===== src/rtl/intersection_sequencer.sv =====
// Two-road intersection phase controller with a latched pedestrian walk phase.
// Moore FSM; every dwell is counted in tick-enable strobes from the top-level timebase.
module intersection_sequencer #(
  parameter int GREEN_MIN = 4,
  parameter int GREEN_MAX = 8,
  parameter int YELLOW_T  = 2,
  parameter int ALLRED_T  = 1,
  parameter int PED_T     = 3,
  parameter int CNT_W     = 4
) (
  input  logic       clk,
  input  logic       rst_n,
  input  logic       tick,
  input  logic       side_sensor,
  input  logic       ped_req,
  output logic [1:0] main_light,
  output logic [1:0] side_light,
  output logic       walk,
  output logic       ped_pending,
  output logic [2:0] phase
);

  typedef enum logic [2:0] {
    S_MAIN_GREEN  = 3'd0,
    S_MAIN_YELLOW = 3'd1,
    S_ALLRED_A    = 3'd2,
    S_PED_WALK    = 3'd3,
    S_SIDE_GREEN  = 3'd4,
    S_SIDE_YELLOW = 3'd5,
    S_ALLRED_B    = 3'd6
  } state_t;

  localparam logic [CNT_W-1:0] L_GMIN_M1   = CNT_W'(GREEN_MIN - 1);
  localparam logic [CNT_W-1:0] L_GMAX_M1   = CNT_W'(GREEN_MAX - 1);
  localparam logic [CNT_W-1:0] L_YELLOW_M1 = CNT_W'(YELLOW_T - 1);
  localparam logic [CNT_W-1:0] L_ALLRED_M1 = CNT_W'(ALLRED_T - 1);
  localparam logic [CNT_W-1:0] L_PED_M1    = CNT_W'(PED_T - 1);

  state_t           r_state;
  logic [CNT_W-1:0] r_timer;
  logic             r_ped_pending;

  state_t           w_next_state;
  logic [CNT_W-1:0] w_next_timer;
  logic             w_hold_timer;
  logic             w_enter_walk;
  logic             w_next_ped;

  always_ff @(posedge clk) begin
    if (!rst_n) begin
      r_state       <= S_MAIN_GREEN;
      r_timer       <= '0;
      r_ped_pending <= 1'b0;
    end else begin
      r_state       <= w_next_state;
      r_timer       <= w_next_timer;
      r_ped_pending <= w_next_ped;
    end
  end

  always_comb begin
    w_next_state = r_state;
    w_next_timer = r_timer;
    w_hold_timer = 1'b0;
    if (tick) begin
      case (r_state)
        S_MAIN_GREEN: begin
          // Timer saturates so an idle main green can wait forever for demand.
          if (r_timer >= L_GMIN_M1) begin
            w_hold_timer = 1'b1;
            if (side_sensor || r_ped_pending) w_next_state = S_MAIN_YELLOW;
          end
        end
        S_MAIN_YELLOW: if (r_timer == L_YELLOW_M1) w_next_state = S_ALLRED_A;
        S_ALLRED_A: begin
          if (r_timer == L_ALLRED_M1)
            w_next_state = r_ped_pending ? S_PED_WALK : S_SIDE_GREEN;
        end
        S_PED_WALK: begin
          if (r_timer == L_PED_M1)
            w_next_state = side_sensor ? S_SIDE_GREEN : S_ALLRED_B;
        end
        S_SIDE_GREEN: begin
          if ((r_timer >= L_GMIN_M1 && !side_sensor) || r_timer == L_GMAX_M1)
            w_next_state = S_SIDE_YELLOW;
        end
        S_SIDE_YELLOW: if (r_timer == L_YELLOW_M1) w_next_state = S_ALLRED_B;
        S_ALLRED_B:    if (r_timer == L_ALLRED_M1) w_next_state = S_MAIN_GREEN;
        default: ;
      endcase
      if (w_next_state != r_state) w_next_timer = '0;
      else if (!w_hold_timer)      w_next_timer = r_timer + 1'b1;
    end
    // The unused code recovers immediately, without waiting for a tick.
    if (3'(r_state) == 3'd7) begin
      w_next_state = S_MAIN_GREEN;
      w_next_timer = '0;
    end
  end

  assign w_enter_walk = (w_next_state == S_PED_WALK) && (r_state != S_PED_WALK);

  always_comb begin
    w_next_ped = r_ped_pending;
    if (w_enter_walk)                          w_next_ped = 1'b0;
    else if (ped_req && r_state != S_PED_WALK) w_next_ped = 1'b1;
  end

  always_comb begin
    main_light = 2'b00;
    side_light = 2'b00;
    walk       = 1'b0;
    case (r_state)
      S_MAIN_GREEN:  main_light = 2'b01;
      S_MAIN_YELLOW: main_light = 2'b10;
      S_SIDE_GREEN:  side_light = 2'b01;
      S_SIDE_YELLOW: side_light = 2'b10;
      S_PED_WALK:    walk       = 1'b1;
      default: ;
    endcase
  end

  assign ped_pending = r_ped_pending;
  assign phase       = 3'(r_state);

endmodule


===== config.mk =====
export PLATFORM = sky130hd
export DESIGN_NAME = intersection_sequencer
export DESIGN_NICKNAME = d
export VERILOG_FILES = /design/src/rtl/intersection_sequencer.sv
export SDC_FILE = /design/constraint.sdc
export NUM_CORES = 1
export LEC_CHECK = 0
export ABC_AREA = 1
export BUFFER_PORTS_ARGS = -buffer_cell sky130_fd_sc_hd__buf_2
export CORE_MARGIN = 8
export CORE_UTILIZATION = 45
export CTS_CLUSTER_DIAMETER = 100
export DETAILED_ROUTE_END_ITERATION = 8
export PLACE_DENSITY = 0.68
export SLEW_MARGIN = 20
export SYNTH_ARGS = -nofsm -noshare
export SYNTH_HDL_FRONTEND = slang
export SYNTH_SLANG_ARGS = --single-unit
export TNS_END_PERCENT = 20

===== constraint.sdc =====
create_clock -name clk -period 1.6 [get_ports clk]
set_input_delay 0.16 -clock clk [delete_from_list [all_inputs] [get_ports clk]]
set_output_delay 0.16 -clock clk [all_outputs]
set_load 0.01 [all_outputs]

=== Word level (Yosys, flattened, before mapping) ===
Index checks and enable logic that the tools add are counted.

* Order comparisons: 1
* Reductions and logical operators: 11
* Divide/modulo/power cells: 0
* Bitwise gates (word level): 1
* Multiply operators: 0
* Muxes and demuxes: 22
* Shift-type cells: 0
* Add/sub/neg operators: 1
* Equality and inequality tests: 14

{| class="wikitable"
|+ Operator list
! kind !! number
|-
| 3-bit two-way mux || 12
|-
| 3-bit case mux with 7 select lines || 1
|-
| 3-bit == test, second input constant || 4
|-
| 3-bit by 2-bit == test with 1-bit output, second input constant || 3
|-
| 4-bit two-way mux || 2
|-
| 2-bit case mux with 2 select lines || 2
|-
| 4-bit by 1-bit adder with 4-bit output, second input constant || 1
|-
| 4-bit by 1-bit == test with 1-bit output, second input constant || 1
|-
| 4-bit by 2-bit == test with 1-bit output, second input constant || 1
|-
| 4-bit by 3-bit == test with 1-bit output, second input constant || 1
|-
| 4-bit by 2-bit greater-or-equal comparator with 1-bit output, second input constant || 1
|-
| 4-bit logical NOT || 1
|-
| 1-bit two-way mux || 4
|-
| 2-bit OR reduction || 2
|-
| 3-bit by 1-bit == test with 1-bit output, second input constant || 1
|-
| 1-bit logical AND || 3
|-
| 3-bit logical NOT || 1
|-
| 3-bit by 2-bit inequality test with 1-bit output, second input constant || 1
|-
| 3-bit inequality test || 1
|-
| 1-bit logical OR || 2
|-
| 2-bit two-way mux || 1
|-
| 2-bit inequality test, second input constant || 1
|-
| 2-bit AND reduction || 1
|-
| 1-bit logical NOT || 1
|-
| 1-bit NOT || 1
|}

* RAM bits: 0
* Register bits after elaboration: 8
* ROM bits: 0
* Bits in latches: 0
* Memories kept: 0

=== Depth between registers and ports, before layout ===
* Depth in word-level cells: 11
* Depth in mapped cells: 12
* Mapped depth without buffers: 12

=== Worst setup path before layout ===
Ideal clock, no wire load.

* Path kind: reg-to-reg
* Start point: reg r_state[2], in the netlist phase[2]
* End point: reg r_ped_pending, in the netlist ped_pending
* Cell stages (with the launch flop): 11
* Data arrival time: 1.464 ns
* Setup slack: 0.019 ns
* Cell sequence: dfxtp_1 > buf_6 > inv_4 > nor3_1 > nand2_1 > nand2_2 > nor2_4 > nand2_1 > o21ai_1 > nor3_1 > nor2_1

* Longest elaborated chain between the ends: 9
* Elaborated cells between the ends (all ways): 25

{| class="wikitable"
|+ RTL lines
! item !! line !! RTL
|-
| start: declaration || 39 || <nowiki>state_t r_state;</nowiki>
|-
| start signal: assignment || 55 || <nowiki>r_state <= w_next_state;</nowiki>
|-
| 3-bit two-way mux || 71 || <nowiki>if (side_sensor || r_ped_pending) w_next_state = S_MAIN_YELLOW;</nowiki>
|-
| 3-bit two-way mux || 69 || <nowiki>if (r_timer >= L_GMIN_M1) begin</nowiki>
|-
| 3-bit case mux with 7 select lines || 66 || <nowiki>case (r_state)</nowiki>
|-
| 3-bit two-way mux (2 in series) || 65 || <nowiki>if (tick) begin</nowiki>
|-
| 3-bit two-way mux || 95 || <nowiki>if (3'(r_state) == 3'd7) begin</nowiki>
|-
| 3-bit by 2-bit == test with 1-bit output || 101 || <nowiki>assign w_enter_walk = (w_next_state == S_PED_WALK) && (r_state != S_PED_WALK);</nowiki>
|-
| 1-bit logical AND || 101 ||
|-
| 2-bit OR reduction (no source line) || n/a ||
|-
| end signal: assignment || 57 || <nowiki>r_ped_pending <= w_next_ped;</nowiki>
|-
| end: declaration || 41 || <nowiki>logic r_ped_pending;</nowiki>
|}

Parallel ways exist; a longest one is shown, timed or not. The select of a mux whose other input is x is not followed.
A chain may end at the register's enable or synchronous reset.

=== Worst setup path in the final report ===
* Start point: reg r_timer[0]
* End point: reg r_timer[0]

* Longest elaborated chain between the ends: 9
* Elaborated cells between the ends (all ways): 25

{| class="wikitable"
|+ RTL lines
! item !! line !! RTL
|-
| start: declaration || 40 || <nowiki>logic [CNT_W-1:0] r_timer;</nowiki>
|-
| start signal: assignment || 56 || <nowiki>r_timer <= w_next_timer;</nowiki>
|-
| 4-bit by 2-bit greater-or-equal comparator with 1-bit output || 69, 84 ||
|-
| 1-bit logical AND || 84 || <nowiki>if ((r_timer >= L_GMIN_M1 && !side_sensor) || r_timer == L_GMAX_M1)</nowiki>
|-
| 1-bit logical OR || 84 ||
|-
| 3-bit two-way mux || 84 ||
|-
| 3-bit case mux with 7 select lines || 66 ||
|-
| 3-bit two-way mux || 65 ||
|-
| 3-bit inequality test || 91 || <nowiki>if (w_next_state != r_state) w_next_timer = '0;</nowiki>
|-
| 2-bit inequality test (no source line) || n/a ||
|-
| 2-bit AND reduction (no source line) || n/a ||
|}

Parallel ways exist; a longest one is shown, timed or not. The select of a mux whose other input is x is not followed.

==> metrics.txt <==
# TYPE chip_impl_metric gauge
chip_impl_info{name="outcome",value="finished, final reports clean"} 1
chip_impl_info{name="startpoint",value="r_timer[0]"} 1
chip_impl_metric{name="post-route-period-util",unit="%"} 99.31
chip_impl_metric{name="fp.coreArea",unit="um^2"} 1708
chip_impl_info{name="regToRegStartpoint",value="r_timer[0]"} 1
chip_impl_metric{name="design.die.area",unit="um^2"} 3385
chip_impl_metric{name="vias_after_detailed_routing",unit=""} 872
chip_impl_metric{name="post-route-util",unit="%"} 64.32
chip_impl_metric{name="netSwitchingFraction",unit="%"} 38.23
chip_impl_metric{name="vertical_die_dimension",unit="um"} 58.19
chip_impl_metric{name="initial_core_util",unit="%"} 46.89
chip_impl_info{name="worst_hold_startpoint",value="rst_n"} 1
chip_impl_metric{name="synthesis.area",unit="um^2"} 800.8
chip_impl_metric{name="clkLatencyLatePin",unit="ns"} 0.25
chip_impl_info{name="critical_path.cell_chain",value="inv_6 -> ha_4 -> nand2_4 -> nand2_2 -> inv_2 -> nor2_4 -> nand2_2 -> o21ai_2 -> nand3_1 -> nand2_2 -> nand3_2 -> a21oi_2"} 1
chip_impl_info{name="clk_root_buffer_cell",value="sky130_fd_sc_hd__clkbuf_4"} 1
chip_impl_info{name="cp_common_cell",value="sky130_fd_sc_hd__nand2_2"} 1
chip_impl_metric{name="core.rowCount",unit=""} 15
chip_impl_metric{name="htree_levels",unit=""} 1
chip_impl_metric{name="hpwlAfterDp",unit="mm"} 1.714
chip_impl_metric{name="switching_power",unit="uW"} 258.6
chip_impl_metric{name="number_of_antenna_violations_at_the_first_check_in_global_routing",unit=""} 0
chip_impl_info{name="tritoncts",value="yes"} 1
chip_impl_metric{name="area.growth.synth_to_final",unit="%"} 37.19
chip_impl_metric{name="grt_max_degree",unit=""} 11
chip_impl_metric{name="numClockSinks",unit=""} 8
chip_impl_metric{name="synth_nets",unit=""} 132
chip_impl_info{name="critical_path.endpoint_type",value="register"} 1
chip_impl_metric{name="grt.total_usage",unit="%"} 12.74
chip_impl_metric{name="timing.final.max_slew_violations",unit=""} 0
chip_impl_metric{name="final.setup_skew",unit="ns"} 0.002766
chip_impl_info{name="crit_type",value="register to register"} 1
chip_impl_metric{name="clock_power_share",unit="%"} 22.9
chip_impl_metric{name="worst_slew_pin_slew",unit="ns"} 0.2354
chip_impl_metric{name="report.final.setup_viol",unit=""} 0
chip_impl_metric{name="post_layout_minimum_cycle_time",unit="ns"} 1.589
chip_impl_metric{name="max-cap-violations",unit=""} 0
chip_impl_metric{name="firstDrtPassIters",unit=""} 4
chip_impl_metric{name="routabilityCongestion",unit=""} 0.9937
chip_impl_metric{name="cp_data_required_time",unit="ns"} 1.78
chip_impl_metric{name="ys_warn_count",unit=""} 0
chip_impl_metric{name="internal_power",unit="uW"} 417.9
chip_impl_info{name="start_kind",value="register"} 1
chip_impl_metric{name="cts_hold_repair.buffers",unit=""} 0
chip_impl_metric{name="dp.cells",unit=""} 170
chip_impl_metric{name="arrival",unit="ns"} 1.77
chip_impl_metric{name="route.detailed.wl_per_inst",unit="um"} 12.86
chip_impl_metric{name="p_total",unit="uW"} 676.5
chip_impl_metric{name="timing.critical_path.fanout_max",unit=""} 4
chip_impl_metric{name="synth_cells",unit=""} 123
chip_impl_metric{name="die_w",unit="um"} 58.19
chip_impl_info{name="cp_slowest_cell",value="sky130_fd_sc_hd__dfxtp_4"} 1
chip_impl_metric{name="dr.first_iter.drc_count",unit=""} 27
chip_impl_metric{name="final_nets",unit=""} 159
chip_impl_metric{name="power.sequential.fraction",unit="%"} 35.6
chip_impl_metric{name="synth_area_per_inst",unit="um^2"} 6.510
chip_impl_info{name="hold_path_class",value="input pin to register"} 1
chip_impl_metric{name="timing.critical_path.depth",unit=""} 12
chip_impl_metric{name="drive_above_1_share",unit="%"} 50.00
chip_impl_metric{name="top_level_ports",unit=""} 14
chip_impl_metric{name="tritoncts.num_buffers",unit=""} 3
chip_impl_metric{name="max_freq",unit="MHz"} 629.3
chip_impl_info{name="yosys.area.top_type",value="sky130_fd_sc_hd__dfxtp_1"} 1
chip_impl_metric{name="fin_cells",unit=""} 173
chip_impl_info{name="synth.top_cells.by_area",value="sky130_fd_sc_hd__dfxtp_1, sky130_fd_sc_hd__nand2_1, sky130_fd_sc_hd__nand3_1"} 1
chip_impl_metric{name="hold_violations",unit=""} 0
chip_impl_metric{name="grt_pass1_wl",unit="mm"} 3.456
chip_impl_metric{name="drc_markers",unit=""} 0
chip_impl_metric{name="buffer_ports.inserted",unit=""} 13
chip_impl_metric{name="power_per_cell_area",unit="nW/um^2"} 615.8
chip_impl_metric{name="post_synth_top_area_share",unit="%"} 20.00
chip_impl_metric{name="grt.overflow.total",unit=""} 0
chip_impl_metric{name="cp_num_buf_inv",unit=""} 2
chip_impl_metric{name="max_slew_headroom",unit="%"} 84.28
chip_impl_metric{name="yosysSeqAreaShare",unit="%"} 20.00
chip_impl_metric{name="comb_power_share",unit="%"} 41.5
chip_impl_metric{name="ys_ff_latch",unit=""} 8
chip_impl_metric{name="max-clock-path-buffers",unit=""} 2
chip_impl_metric{name="synth.lib_cells_used.distinct",unit=""} 23
chip_impl_metric{name="cp_slowest_stage_delay",unit="ns"} 0.38
chip_impl_metric{name="min_path_cells",unit=""} 3
chip_impl_metric{name="clkSlewWorstSetupHoldPaths",unit="ns"} 0.05
chip_impl_metric{name="depth_of_the_worst_register_to_register_path",unit=""} 12
chip_impl_metric{name="diodes",unit=""} 0
chip_impl_metric{name="routed_via_density",unit=""} 5.040
chip_impl_metric{name="peakVddDrop",unit="V"} 0.0004810
chip_impl_metric{name="first_global_vias",unit=""} 878
chip_impl_metric{name="fin_hold_ws",unit="ns"} 0.1327
chip_impl_metric{name="totalWireLength",unit="mm"} 2.224
chip_impl_info{name="path_delay_family",value="simple AND/OR/NAND/NOR gates"} 1
chip_impl_metric{name="power.static_leakage",unit="nW"} 0.5576
chip_impl_metric{name="ant_nets",unit=""} 0
chip_impl_info{name="grt_setup_unrepaired",value="true"} 1
-- per-layer routing --
metal,wire [um],GRT usage [%]
met3,70,2.208
met5,0,0
met4,59,10.49
met2,1071,19.90
met1,1022,14.81
-- cells by family (layout without fill, tap and decap cells) --
logic type | count (synthesis) | in the layout | share of synthesized area, %
AND/OR/NAND/NOR | 77 | 77 | 52.19
buffers and inverters | 22 | 47 | 13.12
AO/OA/AOI/OAI | 10 | 10 | 6.249
flip-flops | 8 | 8 | 20.00
adder cells (fa/ha/maj) | 4 | 4 | 6.250
XOR/XNOR | 2 | 2 | 2.188
-- cell type report --
| type | instances | area [um^2] |
|---|---|---|
| fillers | 154 | 609.3 |
| inverters | 18 | 75.07 |
| multi-input cells | 93 | 630.6 |
| repair buffers | 26 | 166.4 |
| well taps | 25 | 31.28 |
| flip-flops and latches | 8 | 172.7 |
| clock buffers | 3 | 22.52 |
-- layout by cell type, fill, tap and decap left out, types with 2 or more instances in the layout --
cell	instances
sky130_fd_sc_hd__o21ai_2	2
sky130_fd_sc_hd__inv_2	4
sky130_fd_sc_hd__nand3_1	10
sky130_fd_sc_hd__inv_1	12
sky130_fd_sc_hd__buf_2	13
sky130_fd_sc_hd__nand2_2	7
sky130_fd_sc_hd__nor2_4	7
sky130_fd_sc_hd__clkbuf_4	3
sky130_fd_sc_hd__dfxtp_4	2
sky130_fd_sc_hd__dfxtp_2	4
sky130_fd_sc_hd__buf_4	12
sky130_fd_sc_hd__xor2_1	2
sky130_fd_sc_hd__nor2_1	11
sky130_fd_sc_hd__dfxtp_1	2
sky130_fd_sc_hd__nand4_1	6
sky130_fd_sc_hd__nand2_1	20
sky130_fd_sc_hd__a21oi_1	3
sky130_fd_sc_hd__nor2_2	4
sky130_fd_sc_hd__nand3_2	6
sky130_fd_sc_hd__ha_4	3
sky130_fd_sc_hd__o21ai_0	3
sky130_fd_sc_hd__nor3_1	3
-- timing repair --
item | 4_1_cts | 5_1_grt
setup buffers | 0 | 0
cloned | 0 | 0
pin swaps | 2 | 14
resized for setup | 8 | 25
setup endpoints to repair | 5 | 7
-- state kept, by name, summed over array words and instances (netlist names) --
register and flops:
ped_pending 1, phase 3, r_timer 4
-- per-stage QoR --
| stage | setup slack (ns) | instance area, um^2 | TNS [ns] |
|---|---|---|---|
| global route | -0.08523 | 1099 | -0.3539 |
| CTS | 0.001321 | 997.2 | 0 |
| floorplan | 0.01937 | 800.8 | 0 |
| finish | 0.01102 | 1099 | 0 |
| detailed placement | -0.08838 | 959.7 | -0.3180 |
| global placement | -0.05751 | 959.7 | -0.2313 |
-- power groups by stage --
stage,sequential [mW],clock [mW],combinational [mW]
after CTS,0.233,0.159,0.250
after global placement,0.235,0,0.239
after detailed placement,0.235,0,0.242
after global routing,0.242,0.170,0.309
after floorplan,0.231,0,0.171
final,0.241,0.155,0.281
-- worst paths after layout --
path | to | slack, ns
worst max-delay path | r_timer[0] | 0.01
worst min-delay path | phase[1] | 0.13
worst max register to register | r_timer[0] | 0.01
worst min register to register | r_timer[1] | 0.55
-- worst min-delay path, stage by stage --
cell and delay (ns):
sky130_fd_sc_hd__buf_2 0.11, sky130_fd_sc_hd__inv_1 0.05, sky130_fd_sc_hd__nor2_1 0.03
-- cells in the mapped netlist (all sizes together) --
cell type and instances:
nand2 28, nor2 22, inv 18, o21ai 6, ha 4, a21oi 4
dfxtp 8, nand4 6, xor2 2, nor3 5, nand3 16, buf 4
Power figures use the tool's default switching activity.
